File: config.mk
export PLATFORM = sky130hd
export DESIGN_NAME = lfsr
export DESIGN_NICKNAME = d
export VERILOG_FILES = /design/src/rtl/lfsr_pkg.sv /design/src/rtl/lfsr_feedback.sv /design/src/rtl/lfsr.sv
export SDC_FILE = /design/constraint.sdc
export NUM_CORES = 1
export LEC_CHECK = 0
export ABC_AREA = 1
export CAP_MARGIN = 20
export CELL_PAD_IN_SITES_DETAIL_PLACEMENT = 0
export CELL_PAD_IN_SITES_GLOBAL_PLACEMENT = 1
export CORE_MARGIN = 2
export CORE_UTILIZATION = 39
export CTS_CLUSTER_SIZE = 24
export DETAILED_ROUTE_END_ITERATION = 7
export DONT_BUFFER_PORTS = 1
export PLACE_DENSITY_LB_ADDON = 0.1
export SETUP_SLACK_MARGIN = 0.3
export SKIP_LAST_GASP = 1
export SYNTH_ARGS = -nofsm -noshare
export SYNTH_HDL_FRONTEND = slang
export SYNTH_SLANG_ARGS = --single-unit
File: constraint.sdc
create_clock -name clk -period 0.93 [get_ports clk]
set_input_delay 0.186 -clock clk [delete_from_list [all_inputs] [get_ports clk]]
set_output_delay 0.186 -clock clk [all_outputs]
set_load 0.02 [all_outputs]
File: src/rtl/lfsr_pkg.sv
// Shared constants, state type and a reference step function for the 16-bit LFSR.
package lfsr_pkg;

  localparam int          LFSR_WIDTH = 16;
  localparam logic [15:0] LFSR_SEED  = 16'hECEB;
  localparam logic [15:0] LFSR_TAPS  = 16'h002D;

  typedef logic [LFSR_WIDTH-1:0] lfsr_state_t;

  // Returns {next_state, out_bit} for one enabled step from the given state.
  function automatic logic [LFSR_WIDTH:0] lfsr_step(input lfsr_state_t state);
    logic fb;
    fb = ^(state & LFSR_TAPS);
    return {fb, state[LFSR_WIDTH-1:1], state[0]};
  endfunction

endpackage

File: src/rtl/lfsr_feedback.sv
// Combinational feedback: parity of the tapped state bits.
module lfsr_feedback
  import lfsr_pkg::*;
#(
  parameter int                WIDTH = LFSR_WIDTH,
  parameter logic [WIDTH-1:0]  TAPS  = LFSR_TAPS
) (
  input  logic [WIDTH-1:0] state,
  output logic             fb
);

  assign fb = ^(state & TAPS);

endmodule

File: src/rtl/lfsr.sv
// Fibonacci LFSR: shifts right one bit per enabled clock, feedback enters the MSB.
module lfsr
  import lfsr_pkg::*;
#(
  parameter int                WIDTH = LFSR_WIDTH,
  parameter logic [WIDTH-1:0]  SEED  = LFSR_SEED,
  parameter logic [WIDTH-1:0]  TAPS  = LFSR_TAPS
) (
  input  logic             clk,
  input  logic             rst,
  input  logic             en,
  output logic             rand_bit,
  output logic [WIDTH-1:0] shift_reg
);

  logic fb;

  lfsr_feedback #(
    .WIDTH (WIDTH),
    .TAPS  (TAPS)
  ) u_feedback (
    .state (shift_reg),
    .fb    (fb)
  );

  // Single register stage; reset dominates the enable.
  always_ff @(posedge clk or posedge rst) begin
    if (rst) begin
      shift_reg <= SEED;
      rand_bit  <= 1'b0;
    end else if (en) begin
      shift_reg <= {fb, shift_reg[WIDTH-1:1]};
      rand_bit  <= shift_reg[0];
    end
  end

endmodule

==> results.json, run 1 <==
{
  "dpl.cell_count": 111,
  "seqPwrFrac": 0.566,
  "routed_via_density": 4.64,
  "status": "complete, but fails checks",
  "rows": 15,
  "ys_seq_area_frac": 0.590,
  "place.gp.congestion": 0.758,
  "drive_gt1_frac": 0.604,
  "start_util": 0.422,
  "crit_path_end_kind": "output pin",
  "drc": 0,
  "synth_top_cell_by_area": "dfstp_2",
  "cts-root-buf": "clkbuf_4",
  "layout_common_cells": "28 x nand2_1, 11 x o21ai_2, 11 x dfstp_2, 10 x buf_6",
  "largest_reg_flops": 16,
  "nets": 100,
  "wl_per_cell_microns": 12.1,
  "grt_usage": 0.152,
  "final_area_sq_um": 965,
  "worstSetupPathType": "flop to output pin",
  "netlist.area_leader.share": 0.388,
  "detailed_place_hpwl_microns": 928,
  "drtPass1Iterations": 2,
  "power.share.clock": 0.178,
  "min_path_type": "input port to flop",
  "die_w_microns": 47.7,
  "netlist_top_cells_area": "dfstp_2 39%, dfrtp_1 20%, nand2_1 16%",
  "htreeDepth": 1,
  "slowest_stage": "dfstp_2",
  "vdd_drop_max_mv": 1.04,
  "path_buf_inv": 1,
  "area_growth_pct": 29.6,
  "cts_max_path_buffers": 2,
  "setup-violations-final": 21,
  "ys_ff_latch": 17,
  "max_freq_mhz": 864,
  "cp_max_fo": 2,
  "relSlewSlack": 0.856,
  "cellPowerDensity_mw_per_mm2": 2330,
  "antenna_cells": 0,
  "numCtsBuffers": 3,
  "hold_ws_ps": -74.3,
  "grt_max_degree": 20,
  "cts_tree": "yes",
  "syn_avg_cell_area_sq_um": 9.31,
  "rsz0062_at_grt": "true",
  "slew_viol_final": 0,
  "core_sq_mm": 0.00176,
  "p_int_mw": 1.43,
  "violations": "negative hold slack, negative setup slack",
  "p_leak_nw": 0.436,
  "grt_pass1_vias": 508,
  "num_vias": 562,
  "critPathTopFamily": "flip-flops",
  "setup_slack_ps": -228,
  "dieArea_sq_mm": 0.00227,
  "syn_area_sq_um": 744,
  "synth_cell_type_count": 12,
  "clk_pin_slew_ps": 100,
  "path_cells": "buf_6",
  "switching_power_uw": 814,
  "ant_nets": 0,
  "final_common_cell": "nand2_1",
  "overflow": 0,
  "critPathArrivalTime_ps": 970,
  "fin_crit_sh": 1.24,
  "slowest_delay_ps": 560,
  "maxCapViolCount": 0,
  "start_kind": "flop",
  "num_io_pins": 20,
  "antenna_found_initial": 0,
  "clock_skew_ps": 5.19,
  "hold_buffers": 1,
  "power.share.switching": 0.363,
  "syn_nets": 83,
  "clk_latency_ps": 290,
  "cp.required_ps": 740,
  "period_minus_slack_ps": 1160,
  "instances_no_fill": 121,
  "yosysWarnings": 0,
  "fp.dieH_microns": 47.7,
  "worst_slew_pin_slew_ps": 217,
  "portBuffers": 0,
  "routed_wl_microns": 1470,
  "grt_pass1_wl_microns": 2300,
  "clkSinkCount": 17,
  "placed_cell_area_sq_um": 810,
  "fillCellCount": 182,
  "finalHoldViolations": 10,
  "drtIter0Drc": 4,
  "tns_ps": -2530,
  "ff_latch_area_sq_um": 447,
  "comb_power_share": 0.256,
  "synth_cells": 80,
  "multi_input_area_sq_um": 253
}
cell families after synthesis:
kind of cell           Yosys count  synth area share
DFF                             17             0.590
AOI/OAI and AO/OA               15             0.121
buffers and inverters           14             0.116
and+or+nand+nor                 34             0.173
per-layer routing:
layer / GRT usage / wire length (microns) / vias to the layer above
met1: 0.210 / 670 / 264
met5: 0 / 0 / -
met3: 0.0340 / 47 / 2
li1: - / - / 282
met2: 0.213 / 734 / 14
met4: 0.0973 / 17 / 0
final timing paths:
check	from	to	slack, ps	cells past startpoint
max in group asynchronous	rst	shift_reg[5]$_DFFE_PP1P_	350	3
setup reg to reg	shift_reg[0]$_DFFE_PP1P_	shift_reg[15]$_DFFE_PP1P_	-130	7
min in group asynchronous	rst	shift_reg[12]$_DFFE_PP0P_	330	3
hold / removal	en	shift_reg[11]$_DFFE_PP1P_	-70	1
hold reg to reg	shift_reg[7]$_DFFE_PP1P_	shift_reg[7]$_DFFE_PP1P_	530	2
setup / recovery	shift_reg[0]$_DFFE_PP1P_	shift_reg[0]	-230	1
Yosys cell counts (all sizes together):
library cell  count
inv              11
buf               3
nand2            31
nor2              2
dfrtp             6
nand3             1
o21ai            15
dfstp            11
per-stage QoR:
| step | setup slack (ps) | total power [mW] | utilization |
|---|---|---|---|
| after global routing | -260 | 2.38 | 0.547 |
| after CTS | -245 | 2.21 | 0.519 |
| after floorplan | -39.5 | 1.54 | - |
| after global placement | -20.3 | 1.68 | 0.459 |
| after detailed placement | -20.7 | 1.68 | 0.459 |
| final | -228 | 2.24 | 0.547 |
layout make-up:
class / count / area share
flip-flops and latches: 17 / 0.463
clock buffers: 3 / 0.0233
clock inverters: 1 / 0.00519
well taps: 25 / 0.0324
inverters: 11 / 0.0558
repair buffers: 15 / 0.158
multi-input cells: 49 / 0.262
power groups by stage:
stage / logic [mW] / clock network, mW / registers [mW]
finish: 0.575 / 0.398 / 1.27
global route: 0.644 / 0.442 / 1.29
floorplan: 0.257 / 0 / 1.28
CTS: 0.516 / 0.422 / 1.27
global placement: 0.395 / 0 / 1.28
detailed placement: 0.400 / 0 / 1.28
what timing repair did:
action / 4_1_cts / 5_1_grt
gates resized for setup: 21 / 13
endpoints found under the hold margin: 19 / 10
pin swaps: 4 / 4
endpoints found under the setup margin: 34 / 34
setup buffers: 4 / 1
gates cloned: 0 / 0
Note: power is estimated with default switching activity, not from simulation.
==> run 2: changes to the inputs <==
--- a/config.mk
+++ b/config.mk
@@ -19,4 +19,5 @@
 export SKIP_LAST_GASP = 1
 export SYNTH_ARGS = -nofsm -noshare
 export SYNTH_HDL_FRONTEND = slang
+export SYNTH_HIERARCHICAL = 1
 export SYNTH_SLANG_ARGS = --single-unit
==> run 2 against run 1 <==
The run still ends with negative hold slack, negative setup slack left. Combinational power decreased by 93%. Via count down 0.53%. Worst hold slack better by 50 ps. Global-route usage is 0.83 points lower. Non-clock buffer count shrank 4. Sequential power fell by 42%. Synthesized cell count up 10%. Core utilization fell by 5.5 points. Clock power fell by 2%. Area after synthesis up 7.7%. Wire length shrank 2.5%. Critical path type unchanged. Critical endpoint is now shift_reg[3]. Largest power group unchanged.
==> results.json, run 2 <==
{
  "status": "complete, but fails checks",
  "violations": "negative hold slack, negative setup slack",
  "area_growth_pct": 19.0,
  "syn_nets": 91,
  "synth-adder-area-share": 0,
  "worst_slew_pin_slew_ps": 218,
  "place.gp.congestion": 0.645,
  "antenna_cells": 0,
  "r2r_slack_ps": -130,
  "hp-start": "en",
  "clkSinkCount": 17,
  "synth_cells": 88,
  "nets": 104,
  "slew_viol_final": 0,
  "path_buf_inv": 1,
  "path_cells": "buf_6",
  "grt_usage": 0.144,
  "hold_buffers": 1,
  "grt_pass1_vias": 560,
  "syn_area_sq_um": 802,
  "period_minus_slack_ps": 1140,
  "wl_per_cell_microns": 11.3,
  "yosysWarnings": 6,
  "cp_max_fo": 2,
  "finalHoldViolations": 11,
  "numCtsBuffers": 3,
  "rsz0062_at_grt": "true",
  "final_core_utilization": 0.492,
  "synth_compound_area_frac": 0,
  "num_vias": 559,
  "slowest_stage": "dfstp_2",
  "slowest_delay_ps": 560,
  "routed_wl_microns": 1430,
  "worstSetupPathType": "flop to output pin",
  "clk_latency_ps": 280,
  "layout_common_cells": "31 x nand2_1, 28 x nand2_2, 11 x dfstp_2, 6 x buf_6, 6 x dfrtp_2",
  "portBuffers": 0,
  "start_kind": "flop",
  "cts_max_path_buffers": 2,
  "finalPower_mw": 1.17,
  "relSlewSlack": 0.855,
  "pre_cts_slack_ps": -39.1,
  "drc": 0,
  "largest_reg_flops": 16,
  "synth_edf_count": 0,
  "ys_seq_area_frac": 0.548,
  "reg2reg_depth": 7,
  "synth_top_cell_by_area": "dfstp_2",
  "max_freq_mhz": 878,
  "min_delay_worst_endpoint": "shift_reg[6]$_DFFE_PP1P_",
  "clock_skew_ps": 2.06,
  "netlist.area_leader.share": 0.360,
  "min_path_type": "input port to flop",
  "grt_pass1_wl_microns": 2590,
  "hold_ws_ps": -24.3,
  "holdPathStages": 2,
  "final_common_cell": "nand2_1",
  "synth_top_family_by_area": "simple AND/OR/NAND/NOR gates",
  "yosys.area_share.simple": 0.351,
  "drive_gt1_frac": 0.600,
  "setup_slack_ps": -209,
  "multi_input_area_sq_um": 310,
  "async_reset_ff_frac": 1.00,
  "syn_avg_cell_area_sq_um": 9.11,
  "rows": 16,
  "synthMuxAreaShare": 0,
  "setup-violations-final": 18,
  "synth_cell_type_count": 11,
  "r2r_end": "shift_reg[15]$_DFFE_PP1P_",
  "critPathTopFamily": "flip-flops",
  "fillCellCount": 203,
  "die_w_microns": 49.4,
  "netlist_top_cells_area": "dfstp_2 36%, dfrtp_1 19%, nand2_1 18%",
  "cts-root-buf": "clkbuf_4",
  "core_sq_mm": 0.00194,
  "grt_max_degree": 19,
  "detailed_place_hpwl_microns": 943,
  "num_io_pins": 20,
  "overflow": 0,
  "crit_path_end_kind": "output pin",
  "antenna_found_initial": 0,
  "clk_pin_slew_ps": 100,
  "fp.dieH_microns": 49.4,
  "synth_commonest_cells": "39 x nand2_1, 20 x nand2_2, 11 x dfstp_2",
  "ys_ff_latch": 17,
  "rr_startpoint": "shift_reg[3]$_DFFE_PP1P_",
  "cellPowerDensity_mw_per_mm2": 1220,
  "critPathArrivalTime_ps": 950,
  "drtPass1Iterations": 4,
  "synth_most_common_cell": "nand2_1",
  "fin_crit_sh": 1.22,
  "synthXorXnorAreaFrac": 0.0109,
  "synth_ff_type": "dfstp_2",
  "cp.required_ps": 740,
  "dieArea_sq_mm": 0.00244,
  "vdd_drop_max_mv": 0.618,
  "htreeDepth": 1,
  "maxCapViolCount": 0,
  "drtIter0Drc": 6,
  "ff_latch_area_sq_um": 447,
  "cts_tree": "yes",
  "start_util": 0.413,
  "routed_via_density": 4.40,
  "p_leak_nw": 0.467,
  "ant_nets": 0
}
run 2: cell types whose count changed after synthesis, sizes merged:
| cell | delta |
|---|---|
| nand2 | +28 |
| inv | -5 |
| xnor2 | +1 |
| nand3 | -1 |
| o21ai | -15 |
run 2: repair_timing:
item / 4_1_cts / 5_1_grt
endpoints found under the hold margin: 21 / 12
gates resized for setup: 13 / 3
buffers inserted: 4 / 0
setup endpoints to repair: 34 / 34
pin swaps: 7 / 10
run 2: layout make-up:
| cell class | instances | share of cell area |
|---|---|---|
| well taps | 27 | 0.0354 |
| inverters | 6 | 0.0315 |
| flip-flops and latches | 17 | 0.468 |
| clock buffers | 4 | 0.0275 |
| multi-input cells | 62 | 0.325 |
| repair buffers | 11 | 0.113 |
run 2: kinds of logic (layout without fill, tap and decap cells):
kind of cell,Yosys count,after routing
buf+inv,9,21
flops,17,17
simple gates,61,61
xor+xnor,1,1
run 2: power breakdown:
part	internal, mW	switching (mW)
sequential	0.741	0
combinational	0.00955	0.0293
clock	0.166	0.223
total	0.917	0.252
run 2: how the worst max path moves through the flow:
stage,start,to,slack [ps],cells past startpoint
after floorplan,shift_reg[3]$_DFFE_PP1P_,shift_reg[15]$_DFFE_PP1P_,-90,7
after global placement,shift_reg[3]$_DFFE_PP1P_,shift_reg[15]$_DFFE_PP1P_,-40,6
after detailed placement,shift_reg[3]$_DFFE_PP1P_,shift_reg[15]$_DFFE_PP1P_,-40,6
after CTS,shift_reg[0]$_DFFE_PP1P_,shift_reg[0],-220,1
after global routing,shift_reg[0]$_DFFE_PP1P_,shift_reg[0],-250,1
final,shift_reg[3]$_DFFE_PP1P_,shift_reg[3],-210,1
run 2: metal layers:
metal  global-route usage  vias to the layer above  wire length (microns)
met5                    0                        -                      0
met4               0.0714                        0                     15
met3               0.0429                        2                     58
met2                0.216                       12                    703
met1                0.186                      264                    655
li1                     -                      281                      -
run 2: through the flow:
step	std cells	setup TNS, ps	area (sq um)
after floorplan	88	-86.3	807
after global placement	118	-43.4	843
after detailed placement	118	-39.1	843
after CTS	127	-2540	945
after global routing	127	-2940	955
final	127	-2230	955
